==> src/rtl/instr_mem_loader.sv <==
// Program loader: streams a 16-bit BE word count plus 32-bit BE words into the instruction-memory write port.
// Latency: 2 + 5*N cycles from LEN_HI entry to FIN, plus 1 cycle in FIN; wr_en one cycle after each 4th byte.
// Backpressure: in_ready high only in LEN_HI/LEN_LO/DATA; with in_valid low the FSM waits indefinitely.
module instr_mem_loader #(
  parameter logic [31:0] BASE_ADDR = 32'h0000_0000,
  parameter int          MAX_WORDS = 64
) (
  input  logic        clk,
  input  logic        rst_n,
  input  logic        start,
  input  logic [7:0]  in_data,
  input  logic        in_valid,
  output logic        in_ready,
  output logic        wr_en,
  output logic [31:0] wr_addr,
  output logic [31:0] wr_data,
  output logic        cpu_hold,
  output logic        done,
  output logic        overflow,
  output logic [15:0] words_loaded
);

  typedef enum logic [2:0] {IDLE, LEN_HI, LEN_LO, DATA, WRITE, FIN} state_t;

  localparam logic [31:0] MAX_W = 32'(MAX_WORDS);

  state_t      state;
  state_t      state_nxt;
  logic [15:0] count;
  logic [15:0] k;
  logic [1:0]  b;
  // Only the first three bytes of a word need storing; the fourth goes
  // straight into wr_data on its handshake.
  logic [23:0] word;
  logic        hs;
  logic        room;
  logic [15:0] len_full;

  assign hs       = in_valid && in_ready;
  assign room     = ({16'd0, k} < MAX_W);
  assign len_full = {count[15:8], in_data};

  // State register; reset mid-load drops straight back to IDLE.
  always_ff @(posedge clk) begin
    if (!rst_n) state <= IDLE;
    else        state <= state_nxt;
  end

  // Next-state decode and the state-derived strobes.
  always_comb begin
    state_nxt = state;
    in_ready  = 1'b0;
    wr_en     = 1'b0;
    cpu_hold  = (state != IDLE);
    done      = 1'b0;
    case (state)
      IDLE: begin
        if (start) state_nxt = LEN_HI;
      end
      LEN_HI: begin
        in_ready = 1'b1;
        if (hs) state_nxt = LEN_LO;
      end
      LEN_LO: begin
        in_ready = 1'b1;
        if (hs) state_nxt = (len_full == 16'd0) ? FIN : DATA;
      end
      DATA: begin
        in_ready = 1'b1;
        if (hs && b == 2'd3) state_nxt = WRITE;
      end
      WRITE: begin
        wr_en     = room;
        state_nxt = ((k + 16'd1) == count) ? FIN : DATA;
      end
      FIN: begin
        done      = 1'b1;
        state_nxt = IDLE;
      end
      default: state_nxt = IDLE;
    endcase
  end

  // Datapath: count capture, byte assembly, write address/data, load statistics.
  always_ff @(posedge clk) begin
    if (!rst_n) begin
      count        <= 16'd0;
      k            <= 16'd0;
      b            <= 2'd0;
      word         <= 24'd0;
      wr_addr      <= 32'd0;
      wr_data      <= 32'd0;
      overflow     <= 1'b0;
      words_loaded <= 16'd0;
    end else begin
      case (state)
        IDLE: begin
          if (start) begin
            overflow     <= 1'b0;
            words_loaded <= 16'd0;
            k            <= 16'd0;
            b            <= 2'd0;
          end
        end
        LEN_HI: begin
          if (hs) count[15:8] <= in_data;
        end
        LEN_LO: begin
          if (hs) begin
            count[7:0] <= in_data;
            if ({16'd0, len_full} > MAX_W) overflow <= 1'b1;
          end
        end
        DATA: begin
          if (hs) begin
            word <= {word[15:0], in_data};
            b    <= b + 2'd1;
            // Address/data only move for words that will really be written,
            // so they hold the last written values otherwise.
            if (b == 2'd3 && room) begin
              wr_data <= {word, in_data};
              wr_addr <= BASE_ADDR + {14'd0, k, 2'b00};
            end
          end
        end
        WRITE: begin
          if (room) words_loaded <= words_loaded + 16'd1;
          k <= k + 16'd1;
          b <= 2'd0;
        end
        default: ;
      endcase
    end
  end

endmodule

==> config.mk <==
export PLATFORM = sky130hd
export DESIGN_NAME = instr_mem_loader
export DESIGN_NICKNAME = d
export VERILOG_FILES = /design/src/rtl/instr_mem_loader.sv
export SDC_FILE = /design/constraint.sdc
export NUM_CORES = 1
export LEC_CHECK = 0
export BUFFER_PORTS_ARGS = -buffer_cell sky130_fd_sc_hd__buf_2
export CAP_MARGIN = 10
export CORE_ASPECT_RATIO = 1.25
export CORE_MARGIN = 2
export CORE_UTILIZATION = 50
export CTS_BUF_LIST = sky130_fd_sc_hd__clkbuf_8
export DETAILED_ROUTE_END_ITERATION = 7
export GPL_TIMING_DRIVEN = 0
export MAX_ROUTING_LAYER = met4
export PLACE_DENSITY_LB_ADDON = 0.05
export SLEW_MARGIN = 10
export SYNTH_ARGS = -nofsm -noshare
export SYNTH_HDL_FRONTEND = slang
export SYNTH_SLANG_ARGS = --single-unit
==> constraint.sdc <==
create_clock -name clk -period 5.9 [get_ports clk]
set_input_delay 1.18 -clock clk [delete_from_list [all_inputs] [get_ports clk]]
set_output_delay 1.18 -clock clk [all_outputs]
set_load 0.005 [all_outputs]
==> out/qor.yml <==
total_power_mw: 1.701
synthCells: 706
cts_hold_buf: 0
holdPathStages: 2
slew_headroom: 0.4460
stdcell_count: 971
drc: 0
slowest_stage: "clkbuf_1"
required_ns: 4.72
row_count: 44
wl_per_cell_um: 15.93
cts_resized: 0
syn_avg_cell_area_um2: 8.308
cts_tree: "built"
synth_edf_count: 0
rsz0062_at_grt: "no"
die_y_um: 125.1
grt.overflow.total: 0
layout_commonest_cell: "nand2_1"
yosysUniqueCellTypes: 58
min_path_type: "reg -> reg"
drive_gt1_frac: 0.1669
clock_sink_count: 126
fin_tns_setup_ns: 0
cts_max_path_buffers: 2
ys_warn_count: 0
fp.dieArea_um2: 12620
ys_seq_area_frac: 0.4300
finalCriticalPeriod_ns: 3.307
crit_path_start_kind: "flop"
final_core_util: 0.5970
critPathKind: "reg -> out"
antenna_found_initial: 0
place_inst: 939
path_cells: "clkbuf_1, nor2_1, nand2_1, clkbuf_1, nor2_1, buf_2"
synth_area_um2: 5866
final_cell_mix: "nand2_1, dfxtp_1, buf_2"
postRouteWirelength_mm: 15.47
status: "complete, no violations"
grt_pass1_vias: 5257
grt_first_pass_wirelength_mm: 25.43
critical_path_arrival_ns: 2.13
initial_core_util: 0.5098
finalHoldViolCount: 0
worstSkewPairLatency_ns: 0.45
fillers: 1117
finalClockSkew_ns: 0.01093
irDropWorstVdd_uv: 175.2
nets: 835
finalCritPeriodShare: 0.5605
clk_pin_slew_worst_paths_ns: 0.08
dr.pass1.iters: 4
end_kind: "output pin"
leakage_nw: 2.655
grt_max_degree: 17
ys.flop_type: "dfxtp_1"
antenna_cells: 0
r2r.worst_path.cells: 6
placed_area_um2: 6495
die_w_um: 100.9
htreeDepth: 4
num_io_pins: 97
postLayoutCellArea_um2: 6869
place_congestion: 0.9122
cts_setup_buffers: 0
area_growth_pct: 17.11
slowest_delay_ns: 0.44
drtIter0Drc: 326
coreArea_um2: 11510
ant_nets: 0
synthArstFlopShare: 0
viasPerCell: 5.515
vias: 5355
drv_slew: 0
p_per_area_nw_per_um2: 247.7
max_freq_mhz: 302.4
hpwl_mm: 11.43
worst_pin_slew_ns: 0.8254
cts_inserted_buffers: 17
max-cap-violations: 0
critPathMaxFanout: 10
grt_usage: 0.2605
cts_root_buf: "clkbuf_8"
ff2ff_setup_slack_ns: 3.12
place.port_buffers: 80
ys_ff_latch: 126
setup_viol: 0
[cells by family (layout without fill, tap and decap cells)]
family          Yosys count  count (layout)  share of synthesized area
compound gates          154             154                     0.1849
xor+xnor                 23              23                    0.03690
fa+ha+maj                 3               3                   0.006400
buf+inv                  77             189                    0.06207
flops                   126             126                     0.4300
mux                       9               9                    0.01557
other cells               1              16                  0.0006393
simple gates            313             313                     0.2634
[synthesized netlist by cell type (15+ instances only)]
library cell | instances | area share
o21ai_0 | 21 | 0.018
a21oi_1 | 21 | 0.018
nor2_1 | 22 | 0.014
dfxtp_1 | 126 | 0.43
nor2b_1 | 16 | 0.017
buf_4 | 17 | 0.022
nand3_1 | 16 | 0.014
a21boi_1 | 40 | 0.051
xnor2_1 | 15 | 0.022
clkbuf_1 | 47 | 0.030
a21boi_0 | 38 | 0.049
nand2_1 | 165 | 0.11
[power by group]
group | switching [mW] | internal [mW]
logic | 0.0729 | 0.0481
clock network | 0.378 | 0.337
registers | 0.00802 | 0.858
[area by class of cell]
type,count,area (um^2),share of cell area
inverters,7,26.28,0.003825
multi-input cells,518,3035,0.4419
clock buffers,17,234.0,0.03406
plain buffers,70,337.8,0.04918
flip-flops and latches,126,2522,0.3672
well taps,138,172.7,0.02514
clock inverters,15,140.1,0.02040
repair buffers,80,400.4,0.05829
[worst paths after layout]
kind / from / end
max reg2reg: k[3] / state[1]
max: state[1] / wr_en
min: wr_data[12] / wr_data[12]
min reg2reg: wr_data[12] / wr_data[12]
[state kept, by name, indices dropped and copies added, names as in the netlist]
register	flops
b	2
state	3
words_loaded	16
count	16
k	16
wr_data	32
overflow	1
word	24
wr_addr	16
[per-stage QoR]
step           hold WS (ns)  setup slack, ns
6_report             0.4534            2.593
5_1_grt              0.4754            2.386
4_1_cts              0.4578            2.565
3_5_place_dp         0.4464            2.592
3_3_place_gp         0.4406            2.669
2_1_floorplan        0.4310            3.178
[critical path, delay by kind of cell, from the launching register on]
family                 cells  cell delay, ns
flip-flops                 1            0.33
AND/OR/NAND/NOR            3            0.48
buffers and inverters      3            0.87
[metal layers]
metal | part of all wire | up-vias | global-route usage
li1 | - | 2623 | -
met1 | 0.43 | 2537 | 0.3054
met2 | 0.50 | 153 | 0.4239
met3 | 0.041 | 42 | 0.05478
met4 | 0.036 | 0 | 0.1185
met5 | 0 | - | -
Power figures use the tool's default switching activity.
